### src/rtl/exp_sequencer.sv
// exp_sequencer
// Walks through NUM_EXP experiment slots in index order. Each enabled slot
// gets a one-cycle start pulse and is then watched until it reports done or
// its watchdog expires. Verdicts are tallied per run.
// Ports:
//   clk          - rising-edge clock
//   rst          - asynchronous active-high reset
//   go           - start a run (honoured only in IDLE or DONE)
//   enable_mask  - slot enables, captured when go is accepted
//   exp_done     - per-slot completion strobe
//   exp_pass     - per-slot verdict, qualified by exp_done
//   exp_start    - one-hot start pulse, only ever in START
//   busy         - run in progress (not IDLE / DONE)
//   cur_idx      - slot currently processed (NUM_EXP once the run finished)
//   pass_cnt     - passing slots in this run
//   fail_cnt     - failing slots in this run (verdict fail or timeout)
//   timeout_mask - slots whose watchdog expired in this run
//   all_done     - level, high in DONE
module exp_sequencer #(
    parameter int NUM_EXP = 4,
    parameter int TIMEOUT = 10000,
    parameter int CNT_W   = 16
) (
    input  logic                           clk,
    input  logic                           rst,
    input  logic                           go,
    input  logic [NUM_EXP-1:0]             enable_mask,
    input  logic [NUM_EXP-1:0]             exp_done,
    input  logic [NUM_EXP-1:0]             exp_pass,
    output logic [NUM_EXP-1:0]             exp_start,
    output logic                           busy,
    output logic [$clog2(NUM_EXP):0]       cur_idx,
    output logic [$clog2(NUM_EXP+1)-1:0]   pass_cnt,
    output logic [$clog2(NUM_EXP+1)-1:0]   fail_cnt,
    output logic [NUM_EXP-1:0]             timeout_mask,
    output logic                           all_done
);

    localparam int IDX_W   = $clog2(NUM_EXP) + 1;
    localparam int TALLY_W = $clog2(NUM_EXP + 1);

    typedef enum logic [2:0] {
        ST_IDLE   = 3'd0,
        ST_SELECT = 3'd1,
        ST_START  = 3'd2,
        ST_WAIT   = 3'd3,
        ST_NEXT   = 3'd4,
        ST_DONE   = 3'd5
    } state_t;

    state_t               state_r;
    state_t               state_next_s;
    logic [NUM_EXP-1:0]   mask_r;
    logic [IDX_W-1:0]     cur_idx_r;
    logic [TALLY_W-1:0]   pass_cnt_r;
    logic [TALLY_W-1:0]   fail_cnt_r;
    logic [NUM_EXP-1:0]   timeout_mask_r;
    logic [CNT_W-1:0]     watchdog_r;
    logic [NUM_EXP-1:0]   cur_onehot_s;
    logic                 at_end_s;
    logic                 mask_sel_s;
    logic                 done_sel_s;
    logic                 pass_sel_s;
    logic                 wd_expired_s;

    // Pick bit idx out of vec; idx values beyond the vector select nothing,
    // which keeps the cur_idx==NUM_EXP case safe without wide indexing.
    function automatic logic sel_bit(input logic [NUM_EXP-1:0] vec,
                                     input logic [IDX_W-1:0]   idx);
        logic bit_v;
        bit_v = 1'b0;
        for (int i = 0; i < NUM_EXP; i++) begin
            if (idx == IDX_W'(i)) begin
                bit_v = vec[i];
            end else begin
                bit_v = bit_v;
            end
        end
        return bit_v;
    endfunction

    // Decode of the current slot index and the per-slot qualifiers.
    always_comb begin
        cur_onehot_s = {NUM_EXP{1'b0}};
        for (int i = 0; i < NUM_EXP; i++) begin
            if (cur_idx_r == IDX_W'(i)) begin
                cur_onehot_s[i] = 1'b1;
            end else begin
                cur_onehot_s[i] = 1'b0;
            end
        end
        at_end_s     = (cur_idx_r == IDX_W'(NUM_EXP));
        mask_sel_s   = sel_bit(mask_r, cur_idx_r);
        // Only the strobe of the slot being watched is ever looked at.
        done_sel_s   = sel_bit(exp_done, cur_idx_r);
        pass_sel_s   = sel_bit(exp_pass, cur_idx_r);
        wd_expired_s = (watchdog_r == CNT_W'(TIMEOUT - 1));
    end

    // State register.
    always_ff @(posedge clk or posedge rst) begin
        if (rst) begin
            state_r <= ST_IDLE;
        end else begin
            state_r <= state_next_s;
        end
    end

    // Next-state logic.
    always_comb begin
        state_next_s = state_r;
        case (state_r)
            ST_IDLE, ST_DONE: begin
                if (go) begin
                    state_next_s = ST_SELECT;
                end else begin
                    state_next_s = state_r;
                end
            end
            ST_SELECT: begin
                if (at_end_s) begin
                    state_next_s = ST_DONE;
                end else if (mask_sel_s) begin
                    state_next_s = ST_START;
                end else begin
                    state_next_s = ST_SELECT;
                end
            end
            ST_START: state_next_s = ST_WAIT;
            ST_WAIT: begin
                // A done arriving on the expiry cycle still leaves via NEXT.
                if (done_sel_s || wd_expired_s) begin
                    state_next_s = ST_NEXT;
                end else begin
                    state_next_s = ST_WAIT;
                end
            end
            ST_NEXT: state_next_s = ST_SELECT;
            default: state_next_s = ST_IDLE;
        endcase
    end

    // Outputs decoded from the registered state.
    always_comb begin
        exp_start = {NUM_EXP{1'b0}};
        busy      = 1'b0;
        all_done  = 1'b0;
        case (state_r)
            ST_IDLE:  busy = 1'b0;
            ST_DONE:  all_done = 1'b1;
            ST_START: begin
                exp_start = cur_onehot_s;
                busy      = 1'b1;
            end
            ST_SELECT, ST_WAIT, ST_NEXT: busy = 1'b1;
            default: busy = 1'b0;
        endcase
    end

    // Run datapath: captured mask, slot index, watchdog and tallies.
    always_ff @(posedge clk or posedge rst) begin
        if (rst) begin
            mask_r         <= {NUM_EXP{1'b0}};
            cur_idx_r      <= {IDX_W{1'b0}};
            pass_cnt_r     <= {TALLY_W{1'b0}};
            fail_cnt_r     <= {TALLY_W{1'b0}};
            timeout_mask_r <= {NUM_EXP{1'b0}};
            watchdog_r     <= {CNT_W{1'b0}};
        end else begin
            case (state_r)
                ST_IDLE, ST_DONE: begin
                    if (go) begin
                        mask_r         <= enable_mask;
                        cur_idx_r      <= {IDX_W{1'b0}};
                        pass_cnt_r     <= {TALLY_W{1'b0}};
                        fail_cnt_r     <= {TALLY_W{1'b0}};
                        timeout_mask_r <= {NUM_EXP{1'b0}};
                    end
                end
                ST_SELECT: begin
                    // Disabled slots are skipped one per cycle.
                    if (!at_end_s && !mask_sel_s) begin
                        cur_idx_r <= cur_idx_r + IDX_W'(1);
                    end
                end
                ST_START: watchdog_r <= {CNT_W{1'b0}};
                ST_WAIT: begin
                    watchdog_r <= watchdog_r + CNT_W'(1);
                    if (done_sel_s) begin
                        if (pass_sel_s) begin
                            pass_cnt_r <= pass_cnt_r + TALLY_W'(1);
                        end else begin
                            fail_cnt_r <= fail_cnt_r + TALLY_W'(1);
                        end
                    end else if (wd_expired_s) begin
                        fail_cnt_r     <= fail_cnt_r + TALLY_W'(1);
                        timeout_mask_r <= timeout_mask_r | cur_onehot_s;
                    end
                end
                ST_NEXT: cur_idx_r <= cur_idx_r + IDX_W'(1);
                default: cur_idx_r <= cur_idx_r;
            endcase
        end
    end

    assign cur_idx      = cur_idx_r;
    assign pass_cnt     = pass_cnt_r;
    assign fail_cnt     = fail_cnt_r;
    assign timeout_mask = timeout_mask_r;

endmodule

### config.mk
export PLATFORM = sky130hd
export DESIGN_NAME = exp_sequencer
export DESIGN_NICKNAME = d
export VERILOG_FILES = /design/src/rtl/exp_sequencer.sv
export SDC_FILE = /design/constraint.sdc
export NUM_CORES = 1
export LEC_CHECK = 0
export CAP_MARGIN = 20
export CORE_ASPECT_RATIO = 0.5
export CORE_MARGIN = 5
export CORE_UTILIZATION = 53
export DETAILED_ROUTE_END_ITERATION = 7
export MAX_ROUTING_LAYER = met4
export PLACE_DENSITY = 0.79
export SLEW_MARGIN = 20
export SYNTH_ARGS = -nofsm -noshare
export SYNTH_HDL_FRONTEND = slang
export SYNTH_SLANG_ARGS = --single-unit
### constraint.sdc
create_clock -name clk -period 3.3 [get_ports clk]
set_input_delay 0.33 -clock clk [delete_from_list [all_inputs] [get_ports clk]]
set_output_delay 0.33 -clock clk [all_outputs]
set_load 0.01 [all_outputs]
* Word level (Yosys, flattened, before mapping) *
Index checks and enable logic that the tools add are counted.

word-level totals
  output and inout port bits = 19
  memories = 0
  register bits after elaboration = 36
  bits in latches = 0
  input bits = 15
  ROM bits = 0
  logic and storage cells = 85
  bits in writable memories = 0

operators by class
  equal/unequal tests = 18
  multiplexer cells = 39
  add/sub/neg operators = 4
  multipliers = 0
  div/mod/pow operators = 0
  reduce and logical (&&, ||, !) cells = 16
  bitwise gates (word level) = 1
  $lt $le $gt $ge = 0
  shift-type cells = 0

operator list
  operator                                                                  count
  16-bit one-hot mux with 2 select lines                                    1
  3-bit 2-to-1 mux                                                          10
  1-bit 2-to-1 mux                                                          18
  16-bit by 1-bit adder with 16-bit output (second input constant)          1
  16-bit by 14-bit equality test with 1-bit output (second input constant)  1
  4-bit 2-to-1 mux                                                          4
  3-bit one-hot mux with 5 select lines                                     1
  3-bit by 2-bit equality test with 1-bit output (second input constant)    4
  2-bit inequality test (second input constant)                             6
  3-bit one-hot mux with 2 select lines                                     2
  4-bit AND reduction                                                       3
  3-bit by 1-bit adder with 3-bit output (second input constant)            3
  3-bit equality test (second input constant)                               3
  3-bit one-hot mux with 3 select lines                                     1
  4-bit one-hot mux with 2 select lines                                     1
  3-bit by 1-bit equality test with 1-bit output (second input constant)    2
  3-bit zero test                                                           2
  3-bit inequality test (second input constant)                             2
  4-bit bitwise OR                                                          1
  2-bit nonzero test                                                        2
  4-bit OR reduction                                                        1
  3-bit AND reduction                                                       1
  3-bit nonzero test                                                        1
  1-bit zero test                                                           2
  other kinds (5)                                                           5

* Longest topological paths before layout *
  depth in word-level cells = 9
  gate-level depth with buffers = 8
  mapped depth without buffers = 7

* Worst setup path after synthesis *
OpenSTA, ideal clock, no wires.

  path type = register to register
  from = register cur_idx_r[0], in the netlist cur_idx[0]
  to = register fail_cnt_r[0], in the netlist fail_cnt[0]
  path buffers = 0
  period minus slack after synthesis = 2388 ps
  stages on the path, launching flop included = 8
  arrival time = 2263 ps
  setup slack = 912 ps
  setup time = 125 ps
  cells stage by stage = dfrtp_1 > ha_1 > ha_1 > or2_1 > a211o_1 > a221o_2 > o21ai_4 > mux2_4

on the way
  cells in the longest elaborated chain, start to end = 7

ends and longest elaborated chain
  item                                                                                                  RTL line  source
  start, declared                                                                                       54        logic [IDX_W-1:0] cur_idx_r;
  start signal, assigned                                                                                164       cur_idx_r <= {IDX_W{1'b0}};
  start signal, assigned                                                                                174       cur_idx_r <= {IDX_W{1'b0}};
  start signal, assigned                                                                                183       cur_idx_r <= cur_idx_r + IDX_W'(1);
  3-bit zero test                                                                                       73        if (idx == IDX_W'(i)) begin
  1-bit 2-to-1 mux (4 in series)                                                                        73
  3-bit inequality test (no source line) / 3-bit 2-to-1 mux (equally long branches)                     n/a
  4-bit AND reduction (no source line) / 3-bit one-hot mux with 2 select lines (equally long branches)  n/a
  end signal, assigned                                                                                  166       fail_cnt_r <= {TALLY_W{1'b0}};
  end signal, assigned                                                                                  176       fail_cnt_r <= {TALLY_W{1'b0}};
  end signal, assigned                                                                                  193       fail_cnt_r <= fail_cnt_r + TALLY_W'(1);
  end, declared                                                                                         56        logic [TALLY_W-1:0] fail_cnt_r;

Several ways; a longest one is shown, not always the timed one.
A chain may end at the register's enable or synchronous reset.

* Worst setup path after layout *
  from = register state_r[2]
  to = output exp_start[0]

on the way
  cells in the longest elaborated chain, start to end = 2

ends and longest elaborated chain
  item                                            RTL line  source
  start, declared                                 51        state_t state_r;
  start signal, assigned                          105       state_r <= state_next_s;
  3-bit by 2-bit equality test with 1-bit output  148       case (state_r)
  4-bit 2-to-1 mux                                148
  end, declared                                   30        output logic [NUM_EXP-1:0] exp_start,

No other way between the ends.

==> impl_metrics.tcl <==
set metrics [dict create \
    synth-edff-count 0 \
    cp_cell_sequence "nand2b_1, nand2b_1, nor3b_1, clkdlybuf4s50_1" \
    start_kind "flip-flop" \
    die_area_mm2 0.005413 \
    nFillCells 311 \
    final_nets 279 \
    synth_top_area_share_pct 42.76 \
    clk_pin_slew_worst_paths_ps 80 \
    ys_types 51 \
    syn-num-nets 247 \
    cellPowerDensity_mw_per_mm2 890.2 \
    place_hpwl_um 3497 \
    outcome "finished, final reports clean" \
    drcViolationCount 0 \
    period_needed_ps 2961 \
    wl_um 5023 \
    clk_latency_ps 290 \
    ys_warn_count 0 \
    layout_commonest_cell "dfrtp_1" \
    std_cell_rows 16 \
    leakagePower_nw 1.122 \
    numCtsBuffers 5 \
    cap_violations 0 \
    dominantRegCellSynth "dfrtp_1" \
    holdCritPathClass "in -> async" \
    stdcell_area_mm2 0.002634 \
    drive_gt1_share_pct 8.949 \
    grt_usage_pct 21.00 \
    worst_pin_slew_ps 600.0 \
    cp-end-kind "output port" \
    netlist.top_cell.by_area "dfrtp_1" \
    syn_avg_cell_area_um2 9.406 \
    ctsHoldBuffers 0 \
    hold_viol_final 0 \
    mostFrequentLayoutCells "dfrtp_1, clkdlybuf4s50_1, nand2_1" \
    place_congestion 0.8856 \
    clk_path_buf_depth 2 \
    overflow 0 \
    clock.fmax_ghz 0.3377 \
    cp_data_required_time_ps 2970 \
    start_util_pct 54.53 \
    vias 1847 \
    grt_pass1_wl_um 8452 \
    core_mm2 0.003864 \
    cts_max_level 2 \
    area_growth_pct 25.00 \
    post_drt_wl_per_cell_um 16.15 \
    die_h_um 54.59 \
    dr.pass1.iters 4 \
    port_buffers 33 \
    place_area_mm2 0.002475 \
    rsz0062_at_grt "false" \
    die-width_um 99.17 \
    synth_area_mm2 0.002107 \
    p_total_mw 2.345 \
    ys_top_cells_by_area "dfrtp_1, ha_1, nand2_1" \
    crit_type "reg -> out" \
    cts_resized 0 \
    io_pins 34 \
    cts_root_buf "clkbuf_8" \
    via_per_inst 5.939 \
    setup_viol 0 \
    syn_inst 224 \
    max-vdd-ir-drop_mv 0.5317 \
    antenna_found_initial 0 \
    clock-skew-final_ps 7.018 \
    maxSlewHeadroom_pct 60.00 \
    detail_route.iter0.violations 125 \
    arrival_ps 2630 \
    critPathMaxStageDelay_ps 590 \
    critPathMaxFanout 14 \
    grt_pass1_vias 1791 \
    async_flop_share_pct 100.0 \
    holdWs_ps 430.3 \
    diodes 0 \
    crit_slowest_cell "clkdlybuf4s50_1" \
    grt_max_degree 37 \
    slew_violations 0 \
    cts_sinks 36 \
    worst_path_most_repeated_cell "nand2b_1" \
    ys_ff_latch 36 \
    ys_seq_area_share_pct 42.76 \
    fin_util_pct 68.17 \
    finalCritPeriodShare_pct 89.73 \
    cts_tree "built" \
    fin_setup_tns_ps 0 \
    final_antenna_net_count 0 \
    cts_setup_buffers 0 \
]
logic make-up after synthesis:
kind of cell,synth area share [%]
AO/OA/AOI/OAI,20.90
XOR/XNOR,0.4158
adder cells (fa/ha/maj),4.751
buffers and inverters,4.097
flip-flops,42.76
multiplexers,6.116
AND/OR/NAND/NOR,20.96
sequential cells by signal (all words and copies together) (netlist names):
register      count
pass_cnt          3
cur_idx           3
mask_r            4
timeout_mask      4
state_r           3
fail_cnt          3
watchdog_r       16
cell type report:
type | count | area (um^2) | area share, %
clock buffer | 5 | 68.82 | 2.613
multi-input combinational | 167 | 1120 | 42.52
timing repair buffer | 35 | 345.3 | 13.11
clock inverter | 3 | 90.09 | 3.420
inverter | 11 | 41.29 | 1.568
tap | 54 | 67.56 | 2.565
sequential | 36 | 900.9 | 34.20
report_power, final:
group | switching, mW | total (mW) | internal (mW) | leakage, nW
sequential | 0.181 | 0.756 | 0.576 | 0.461
combinational | 0.532 | 1.04 | 0.511 | 0.583
clock | 0.168 | 0.546 | 0.378 | 0.0784
total | 0.880 | 2.34 | 1.46 | 1.12
through the flow:
| step | cells | setup WS (ps) |
|---|---|---|
| floorplan | 224 | 911.9 |
| global placement | 303 | 828.5 |
| detailed placement | 303 | 685.1 |
| CTS | 311 | 334.8 |
| global route | 311 | 143.2 |
| finish | 311 | 338.9 |
final timing paths:
path | from | end | slack (ps) | depth (start not counted)
setup / recovery | state_r[2] | exp_start[0] | 340 | 4
hold / removal | rst | watchdog_r[14] | 430 | 3
setup reg to reg | cur_idx[2] | fail_cnt[0] | 750 | 7
hold reg to reg | pass_cnt[2] | pass_cnt[2] | 480 | 1
max in group asynchronous | rst | watchdog_r[6] | 2520 | 3
min in group clk | pass_cnt[2] | pass_cnt[2] | 480 | 1
worst max-delay path: cells and delay by family, from the launching register on:
family / cells / cell delay, ps
buffers and inverters: 1 / 590
flip-flops: 1 / 510
AND/OR/NAND/NOR: 3 / 1240
cells in the mapped netlist (2+ instances only):
master	instances
or2_2	2
nand4_1	4
inv_1	11
dfrtp_1	36
mux2i_1	8
o211ai_1	6
a22o_1	3
clkbuf_1	8
nor3_1	3
nand2b_1	3
mux2_2	3
o31ai_1	6
a31oi_1	2
ha_1	8
nor2_1	19
a211o_1	2
nor3b_1	4
a41oi_1	3
nand3_1	7
o21ai_0	12
nor2b_1	5
a21oi_1	10
nand2_1	22
and3_1	4
nand3b_1	7
metal layers:
metal	GRT usage [%]	wire (um)	share of wire, %	up-vias
met1	26.66	2423	48	889
met3	4.453	283	5.6	13
met2	34.00	2230	44	62
met4	7.710	85	1.7	0
li1	-	-	-	883
met5	-	0	0	-
Power figures use the tool's default switching activity.
